<file path="config.mk">
export PLATFORM = sky130hd
export DESIGN_NAME = wdg_wb_arb
export DESIGN_NICKNAME = d
export VERILOG_FILES = /design/src/rtl/wdg_wb_arb_pkg.sv /design/src/rtl/wdg_rr_picker.sv /design/src/rtl/wdg_wb_arb.sv
export SDC_FILE = /design/constraint.sdc
export NUM_CORES = 1
export LEC_CHECK = 0
export BUFFER_PORTS_ARGS = -buffer_cell sky130_fd_sc_hd__buf_2
export CORE_MARGIN = 3
export CORE_UTILIZATION = 32
export CTS_CLUSTER_DIAMETER = 100
export CTS_CLUSTER_SIZE = 20
export DETAILED_ROUTE_END_ITERATION = 12
export PLACE_DENSITY = 0.84
export SETUP_SLACK_MARGIN = 0.02
export SLEW_MARGIN = 5
export SYNTH_ARGS = -nofsm -noshare
export SYNTH_HDL_FRONTEND = slang
export SYNTH_HIERARCHICAL = 1
export SYNTH_SLANG_ARGS = --single-unit
export TNS_END_PERCENT = 5
</file>
<file path="constraint.sdc">
create_clock -name clk -period 2.1 [get_ports clk]
set_clock_uncertainty 0.05 [all_clocks]
set_input_delay 0.21 -clock clk [delete_from_list [all_inputs] [get_ports clk]]
set_output_delay 0.21 -clock clk [all_outputs]
set_load 0.1 [all_outputs]
</file>
<file path="src/rtl/wdg_wb_arb_pkg.sv">
// rtl/wdg_wb_arb_pkg.sv - shared state encoding and sizing helper for the watchdog bus arbiter
package wdg_wb_arb_pkg;

    typedef enum logic {
        ST_IDLE = 1'b0,
        ST_BUSY = 1'b1
    } arb_state_t;

    function automatic int clog2(input int value);
        int result;
        int rem;
        result = 0;
        rem    = value - 1;
        while (rem > 0) begin
            result = result + 1;
            rem    = rem >> 1;
        end
        return result;
    endfunction

endpackage

</file>
<file path="src/rtl/wdg_rr_picker.sv">
// rtl/wdg_rr_picker.sv - combinational round-robin select starting just after the last winner
module wdg_rr_picker
    import wdg_wb_arb_pkg::*;
#(
    parameter int NUM_REQ = 2,
    parameter int IDX_W   = clog2(NUM_REQ)
) (
    input  logic [NUM_REQ-1:0] req,
    input  logic [IDX_W-1:0]   last,
    output logic [NUM_REQ-1:0] winner,
    output logic [IDX_W-1:0]   winner_idx,
    output logic               any
);

    // Two passes: indices above last first, then wrap around to the rest.
    always_comb begin
        winner     = '0;
        winner_idx = '0;
        any        = 1'b0;
        for (int i = 0; i < NUM_REQ; i++) begin
            if (!any && req[i] && (IDX_W'(i) > last)) begin
                winner[i]  = 1'b1;
                winner_idx = IDX_W'(i);
                any        = 1'b1;
            end
        end
        for (int i = 0; i < NUM_REQ; i++) begin
            if (!any && req[i] && (IDX_W'(i) <= last)) begin
                winner[i]  = 1'b1;
                winner_idx = IDX_W'(i);
                any        = 1'b1;
            end
        end
    end

endmodule

</file>
<file path="src/rtl/wdg_wb_arb.sv">
// rtl/wdg_wb_arb.sv - round-robin pipelined Wishbone arbiter in front of the watchdog slave port
module wdg_wb_arb
    import wdg_wb_arb_pkg::*;
#(
    parameter int NUM_REQ         = 2,
    parameter int ADDR_WIDTH      = 2,
    parameter int DATA_WIDTH      = 32,
    parameter int MAX_OUTSTANDING = 4,
    parameter int HOLD_LIMIT      = 64
) (
    input  logic                          clk,
    input  logic                          res_n,
    input  logic [NUM_REQ-1:0]            i_m_cyc,
    input  logic [NUM_REQ-1:0]            i_m_stb,
    input  logic [NUM_REQ-1:0]            i_m_we,
    input  logic [NUM_REQ*ADDR_WIDTH-1:0] i_m_adr,
    input  logic [NUM_REQ*DATA_WIDTH-1:0] i_m_dat,
    input  logic [NUM_REQ*4-1:0]          i_m_sel,
    output logic [NUM_REQ-1:0]            o_m_stall,
    output logic [NUM_REQ-1:0]            o_m_ack,
    output logic [NUM_REQ-1:0]            o_m_err,
    output logic [NUM_REQ-1:0]            o_m_rty,
    output logic [DATA_WIDTH-1:0]         o_m_dat,
    output logic                          o_s_cyc,
    output logic                          o_s_stb,
    output logic                          o_s_we,
    output logic [ADDR_WIDTH-1:0]         o_s_adr,
    output logic [DATA_WIDTH-1:0]         o_s_dat,
    output logic [3:0]                    o_s_sel,
    input  logic                          i_s_stall,
    input  logic                          i_s_ack,
    input  logic                          i_s_err,
    input  logic                          i_s_rty,
    input  logic [DATA_WIDTH-1:0]         i_s_dat,
    output logic [NUM_REQ-1:0]            o_grant,
    output logic                          o_hold_viol
);

    localparam int IDX_W  = clog2(NUM_REQ);
    localparam int OUT_W  = clog2(MAX_OUTSTANDING + 1);
    localparam int HOLD_W = clog2(HOLD_LIMIT + 1);
    localparam logic [OUT_W-1:0]  OUT_MAX   = OUT_W'(MAX_OUTSTANDING);
    localparam logic [HOLD_W-1:0] HOLD_LAST = HOLD_W'(HOLD_LIMIT - 1);

    arb_state_t          state_q, state_d;
    logic [NUM_REQ-1:0]  grant_q, grant_d;
    logic [IDX_W-1:0]    gidx_q, gidx_d;
    logic [IDX_W-1:0]    last_q, last_d;
    logic [OUT_W-1:0]    outst_q, outst_d;
    logic [HOLD_W-1:0]   hold_q, hold_d;

    logic [NUM_REQ-1:0]    pick_oh;
    logic [IDX_W-1:0]      pick_idx;
    logic                  pick_any;

    logic                  own_cyc, own_stb, own_we;
    logic [ADDR_WIDTH-1:0] own_adr;
    logic [DATA_WIDTH-1:0] own_dat;
    logic [3:0]            own_sel;
    logic                  busy, full, accept, idle_cycle, hold_hit, release_now, resp;

    wdg_rr_picker #(
        .NUM_REQ (NUM_REQ),
        .IDX_W   (IDX_W)
    ) u_picker (
        .req        (i_m_cyc),
        .last       (last_q),
        .winner     (pick_oh),
        .winner_idx (pick_idx),
        .any        (pick_any)
    );

    always_comb begin
        own_cyc = 1'b0;
        own_stb = 1'b0;
        own_we  = 1'b0;
        own_adr = '0;
        own_dat = '0;
        own_sel = '0;
        for (int i = 0; i < NUM_REQ; i++) begin
            if (gidx_q == IDX_W'(i)) begin
                own_cyc = i_m_cyc[i];
                own_stb = i_m_stb[i];
                own_we  = i_m_we[i];
                own_adr = i_m_adr[i*ADDR_WIDTH +: ADDR_WIDTH];
                own_dat = i_m_dat[i*DATA_WIDTH +: DATA_WIDTH];
                own_sel = i_m_sel[i*4 +: 4];
            end
        end
    end

    // A cycle counts as idle hold when the owner keeps cyc up with nothing in flight and nothing accepted.
    assign busy        = (state_q == ST_BUSY);
    assign full        = (outst_q == OUT_MAX);
    assign accept      = busy & own_cyc & own_stb & ~full & ~i_s_stall;
    assign idle_cycle  = busy & own_cyc & (outst_q == '0) & ~accept;
    assign hold_hit    = idle_cycle & (hold_q == HOLD_LAST);
    assign release_now = busy & (~own_cyc | hold_hit);
    assign resp        = i_s_ack | i_s_err | i_s_rty;

    always_ff @(posedge clk or negedge res_n) begin
        if (!res_n) begin
            state_q <= ST_IDLE;
            grant_q <= '0;
            gidx_q  <= '0;
            last_q  <= IDX_W'(NUM_REQ - 1);
            outst_q <= '0;
            hold_q  <= '0;
        end else begin
            state_q <= state_d;
            grant_q <= grant_d;
            gidx_q  <= gidx_d;
            last_q  <= last_d;
            outst_q <= outst_d;
            hold_q  <= hold_d;
        end
    end

    always_comb begin
        state_d = state_q;
        grant_d = grant_q;
        gidx_d  = gidx_q;
        last_d  = last_q;
        outst_d = outst_q;
        hold_d  = hold_q;
        case (state_q)
            ST_IDLE: begin
                outst_d = '0;
                hold_d  = '0;
                if (pick_any) begin
                    state_d = ST_BUSY;
                    grant_d = pick_oh;
                    gidx_d  = pick_idx;
                    last_d  = pick_idx;
                end
            end
            ST_BUSY: begin
                if (release_now) begin
                    state_d = ST_IDLE;
                    grant_d = '0;
                    outst_d = '0;
                    hold_d  = '0;
                end else begin
                    if (accept && !resp) begin
                        outst_d = outst_q + OUT_W'(1);
                    end else if (!accept && resp && (outst_q != '0)) begin
                        outst_d = outst_q - OUT_W'(1);
                    end
                    if (accept) begin
                        hold_d = '0;
                    end else if (idle_cycle) begin
                        hold_d = hold_q + HOLD_W'(1);
                    end
                end
            end
            default: state_d = ST_IDLE;
        endcase
    end

    always_comb begin
        o_s_cyc     = 1'b0;
        o_s_stb     = 1'b0;
        o_s_we      = 1'b0;
        o_s_adr     = '0;
        o_s_dat     = '0;
        o_s_sel     = '0;
        o_m_stall   = '1;
        o_m_ack     = '0;
        o_m_err     = '0;
        o_m_rty     = '0;
        o_hold_viol = 1'b0;
        if (busy) begin
            o_s_cyc     = own_cyc & ~hold_hit;
            o_s_stb     = own_cyc & own_stb & ~full & ~hold_hit;
            o_s_we      = own_we;
            o_s_adr     = own_adr;
            o_s_dat     = own_dat;
            o_s_sel     = own_sel;
            o_hold_viol = hold_hit;
            for (int i = 0; i < NUM_REQ; i++) begin
                if (gidx_q == IDX_W'(i)) begin
                    o_m_stall[i] = i_s_stall | full;
                    o_m_ack[i]   = i_s_ack;
                    o_m_err[i]   = i_s_err;
                    o_m_rty[i]   = i_s_rty;
                end
            end
        end
    end

    assign o_grant = grant_q;
    assign o_m_dat = i_s_dat;

endmodule

</file>
## Word-level counts from Yosys, hierarchy flattened

Cells that the tools add are included.
W data, S select, Z words.

- Input bits: 120
- Output and inout bits: 84
- Logic and storage cells: 108
- Bits in registers: 15

- Reduce and logical (&&, ||, !) cells: 19
- Add/sub/neg operators: 3
- Bitwise gates (word level): 22
- Muxes and demuxes: 48
- Order comparisons: 4
- Equality and inequality tests: 6

Operators with widths:

| operator | number |
|---|---|
| $mux W32 | 2 |
| $mux W1 | 26 |
| $mux W7 | 3 |
| $mux W2 | 8 |
| $pmux W7 S2 | 1 |
| $and A1 B1 Y1 | 12 |
| $logic_and A1 B1 Y1 | 10 |
| $mux W3 | 3 |
| $mux W4 | 2 |
| $ne A4 B1 Y1 const B | 2 |
| $add A7 B1 Y7 const B | 1 |
| $eq A7 B6 Y1 const B | 1 |
| $not A1 Y1 | 6 |
| $pmux W3 S2 | 1 |
| $logic_not A1 Y1 | 5 |
| $or A1 B1 Y1 | 4 |
| $pmux W2 S2 | 1 |
| $reduce_and A2 Y1 | 2 |
| $add A3 B1 Y3 const B | 1 |
| $eq A3 B3 Y1 const B | 1 |
| $logic_not A3 Y1 | 1 |
| $reduce_bool A3 Y1 | 1 |
| $sub A3 B1 Y3 const B | 1 |
| $gt A1 B1 Y1 const A | 2 |
| other kinds (4) | 5 |

## Longest topological paths before layout

- Depth after elaboration: 17
- Mapped depth: 10
- Gate-level depth less buffers: 9

## Modules after synthesis

Netlist, hierarchy kept.

By module, submodules not included:

| module | area each (µm²) | times used | cells an instance | sequential area each (µm²) |
|---|---|---|---|---|
| wdg_wb_arb | 1870.5 | 1 | 225 | 376.6 |
| wdg_rr_picker | 32.5 | 1 | 5 | 0.0 |

## Worst setup path before layout

Ideal clock, no wire load.

- Kind: register -> output
- From: register hold_q[0]
- To: output o_s_stb
- Path slack: -1.324 ns
- Buffers on the path: 0
- Stages on the path, launching flop included: 6
- Required time: 1.840 ns
- Data arrival time: 3.164 ns
- Cell sequence: dfrtp_1 -> ha_1 -> and4b_1 -> nand4bb_1 -> nor2_1 -> nor3b_1

- Cells in the longest elaborated chain, start to end: 5

RTL lines:

| element | line | text |
|---|---|---|
| start, declared | wdg_wb_arb.sv:50 | `logic [HOLD_W-1:0] hold_q, hold_d;` |
| start signal, assigned | wdg_wb_arb.sv:115 | `hold_q <= hold_d;` |
| $eq A7 B6 Y1 | wdg_wb_arb.sv:97 | `assign hold_hit = idle_cycle & (hold_q == HOLD_LAST);` |
| $and A1 B1 Y1 | wdg_wb_arb.sv:97 |  |
| $not A1 Y1 | wdg_wb_arb.sv:174 | `o_s_stb = own_cyc & own_stb & ~full & ~hold_hit;` |
| $and A1 B1 Y1 | wdg_wb_arb.sv:174 |  |
| $mux W1 | wdg_wb_arb.sv:172 | `if (busy) begin` |
| end, declared | wdg_wb_arb.sv:25 | `output logic o_s_stb,` |

Every way passes these cells.

## Worst setup path after layout

- From: register gidx_q
- To: output o_s_cyc

- Cells in the longest elaborated chain, start to end: 11
- Elaborated cells on any way between the ends: 13
- Those cells by class: 3 x mux; 10 x bitwise

RTL lines:

| element | line | text |
|---|---|---|
| start, declared | wdg_wb_arb.sv:47 | `logic [IDX_W-1:0] gidx_q, gidx_d;` |
| start signal, assigned | wdg_wb_arb.sv:112 | `gidx_q <= gidx_d;` |
| $mux W1 | wdg_wb_arb.sv:81 | `if (gidx_q == IDX_W'(i)) begin` |
| $and A1 B1 Y1 | wdg_wb_arb.sv:95, wdg_wb_arb.sv:96 |  |
| $and A1 B1 Y1 (3 in series) | wdg_wb_arb.sv:95 | `assign accept = busy & own_cyc & own_stb & ~full & ~i_s_stall;` |
| $not A1 Y1 | wdg_wb_arb.sv:96 | `assign idle_cycle = busy & own_cyc & (outst_q == '0) & ~accept;` |
| $and A1 B1 Y1 | wdg_wb_arb.sv:96 |  |
| $and A1 B1 Y1 | wdg_wb_arb.sv:97 |  |
| $not A1 Y1 | wdg_wb_arb.sv:173 | `o_s_cyc = own_cyc & ~hold_hit;` |
| $and A1 B1 Y1 * | wdg_wb_arb.sv:173 |  |
| $mux W1 * | wdg_wb_arb.sv:172 |  |
| end, declared | wdg_wb_arb.sv:24 | `output logic o_s_cyc,` |

Mark *: on every way between the ends. The rest lies on a longest branch, timed or not.

==> impl_results.md <==
- Worst hold-check slack: 0.302 ns
- Share of layout cells above drive strength 1: 0.522
- Commonest non-fill, non-tap cell in the layout: buf_2
- Vias: 2047
- EDFF count, synth: 0
- Mean Syn Cell Area: 8.27 µm²
- Power per cell area: 1980 nW/µm²
- CP Capture Type: primary output
- Worst path max stage delay: 0.42 ns
- Worst EP arrival: 1.82 ns
- Routed Antenna Nets: 0
- I/O Buffers: 139
- Mapped Nets: 352
- Worst Setup Start Kind: flop
- Final #Nets: 470
- Worst hold path class: in2reg
- Clock latency on the worst-skew pair: 0.25 ns
- Max-Cap Viols: 0
- Dominant cell type by area after synthesis: mux2i_1
- DRC: 0
- Sequential share of the synthesized area: 0.198
- Crit Path Max Fanout: 5
- Total detailed-routing wirelength: 6410 µm
- Worst-path clk slew: 0.07 ns
- Mapped Area: 1900 µm²
- Delay-heaviest family, CP: buffers and inverters
- Crit-path slowest cell: dfrtp_2
- Number of global-route vias before repair: 2063
- DIE AREA: 6910 µm²
- Clock Path Buffers: 2
- Area share of the largest cell type after synthesis: 0.231
- First-pass GRT wire length: 10200 µm
- Status: completed
- Most used DFF post-synth: dfrtp_1
- Num CTS Buffers: 3
- DR iter-0 viols: 43
- Storage cell area: 379 µm²
- Chip Width: 83.1 µm
- Pwr Total: 6.76 mW
- Yosys cell types: 42
- CP cell instances: nand4b_1, buf_4, a211oi_4, o21ai_2, inv_2, buf_12
- Slew Limit Fails: 0
- Synth Instances: 230
- Final Hold Viols: 0
- Maximum vdd drop: 1.52 mV
- Fin crit period: 2.08 ns
- Design Area, Final: 3420 µm²
- Async SR Flop Fraction: 1.00
- I/O pin count: 204
- Largest net degree at the start of global routing: 38
- CTS tree: yes
- Slew HR: 0.672
- Final setup fails: 0
- GRT overflow: 0
- Register bit total from synthesis: 15
- DR vias/cell: 4.89
- Max Clk Rate: 481 MHz
- CTS Sinks: 15
- Synth-to-layout area growth: 79.8%
- Crit Path Class: reg2out
- Fill cells: 436
- Area contributors post-synth: mux2i_1, dfrtp_1, nor2b_1
- Placer Congestion: 0.799
- Bufs and invs on worst path: 3
- Multi-input gate area: 1320 µm²
- N_diodes: 0
- Starting Density: 0.337
- Die H: 83.1 µm
- Commonest non-fill, non-tap cells in the layout: buf_2, buf_12, mux2i_1
- Worst EP required: 1.84 ns
- Syn. warnings: 6
- Leak: 1.62 nW
- Std-Cell Core Area: 5640 µm²
- Wire per inst: 15.3 µm
- Htree depth: 1
- Part of the cycle the worst path needs: 0.989
- DP Wirelength: 5290 µm
- Row Count: 27
- DR pass1 iterations: 4
- Initial antenna violation count: 0
- GRT Overall Usage: 0.177
- DP Area: 3250 µm²
- RSZ-0062 raised after global routing: yes
- Worst-Margin Slew: 0.495 ns
- CTS root buffer: clkbuf_8
==> power breakdown <==
part / internal [mW] / total [mW] / switching (mW) / leakage, nW
clock: 0.135 / 0.245 / 0.111 / 0.0228
sequential: 0.370 / 0.449 / 0.0786 / 0.197
combinational: 2.12 / 6.06 / 3.94 / 1.40
total: 2.62 / 6.76 / 4.13 / 1.62
==> kinds of logic (layout without fill, tap and decap cells) <==
family,Yosys count,count (layout),share of synthesized area
AO/OA/AOI/OAI,16,16,0.0611
XOR/XNOR,6,6,0.0276
adder cells (fa/ha/maj),2,2,0.0171
buffers and inverters,49,166,0.164
flip-flops,15,15,0.198
multiplexers,44,44,0.231
AND/OR/NAND/NOR,98,98,0.301
==> Yosys cell counts, types with 2 or more instances <==
cell type	n
xor2_1	2
xnor2_1	4
a21oi_1	2
nand2_1	15
mux2i_1	44
a21boi_1	3
nand3_1	2
or3_1	4
o21ai_0	4
buf_4	33
nor2b_1	42
nand2b_1	2
buf_2	3
dfrtp_1	14
and3_1	4
and2_1	3
nor2_1	12
clkbuf_1	6
nand3b_1	2
inv_1	5
nor3b_1	3
==> metrics by stage <==
stage	util	TNS [ns]	worst slack, ns	cells
2_1_floorplan	-	-12.99	-0.402	230
3_3_place_gp	0.576	0	0.0212	410
3_5_place_dp	0.576	-0.191	-0.126	410
4_1_cts	0.592	-0.0706	-0.0397	416
5_1_grt	0.606	-0.250	-0.0875	419
6_report	0.606	0	0.0226	419
==> worst reg2reg max path, stage by stage (launching register included) <==
cell and delay [ns]:
dfrtp_1 0.41, nor3b_4 0.24, nor2_1 0.11, nand2_4 0.10, nor2_4 0.04, fa_1 0.44
or3_1 0.36, nand2_1 0.08, a211oi_1 0.07, nor2_1 0.08
==> cell type report <==
| type | instances | share of cell area |
|---|---|---|
| clock buffers | 4 | 0.0132 |
| inverters | 6 | 0.00658 |
| repair buffers | 156 | 0.458 |
| well taps | 72 | 0.0263 |
| flip-flops and latches | 15 | 0.111 |
| multi-input cells | 166 | 0.386 |
==> sequential cells by signal, summed over array words and instances (netlist names) <==
register and flops:
busy 1, gidx_q 1, hold_q 7, last_q 1, o_grant 2, outst_q 3
==> layer usage <==
layer | vias to the layer above | GRT usage | share of wire
met1 | 939 | 0.198 | 0.39
met4 | 0 | 0.0446 | 0.017
met2 | 118 | 0.327 | 0.50
met3 | 13 | 0.0486 | 0.091
met5 | - | 0 | 0
li1 | 977 | - | -
==> final timing paths <==
path | to | startpoint | cells past startpoint | slack [ns]
worst max register to register | outst_q[2]$_DFFE_PN0P_ | outst_q[1]$_DFFE_PN0P_ | 9 | 0.06
worst max-delay path | o_s_cyc | gidx_q$_DFFE_PN0P_ | 6 | 0.02
max in group asynchronous | last_q$_DFFE_PN1P_ | res_n | 2 | 1.36
worst min register to register | last_q$_DFFE_PN1P_ | last_q$_DFFE_PN1P_ | 2 | 0.44
min in group asynchronous | hold_q[0]$_DFFE_PN0P_ | res_n | 2 | 0.35
worst min-delay path | last_q$_DFFE_PN1P_ | i_m_cyc[0] | 4 | 0.30
==> timing repair <==
item / CTS / global route
hold buffers: 1 / 0
setup endpoints to repair: 6 / 18
pin swaps: 2 / 11
hold endpoints to repair: 14 / 0
gates resized for setup: 6 / 11
buffers inserted: 1 / 3
Power figures use the tool's default switching activity.
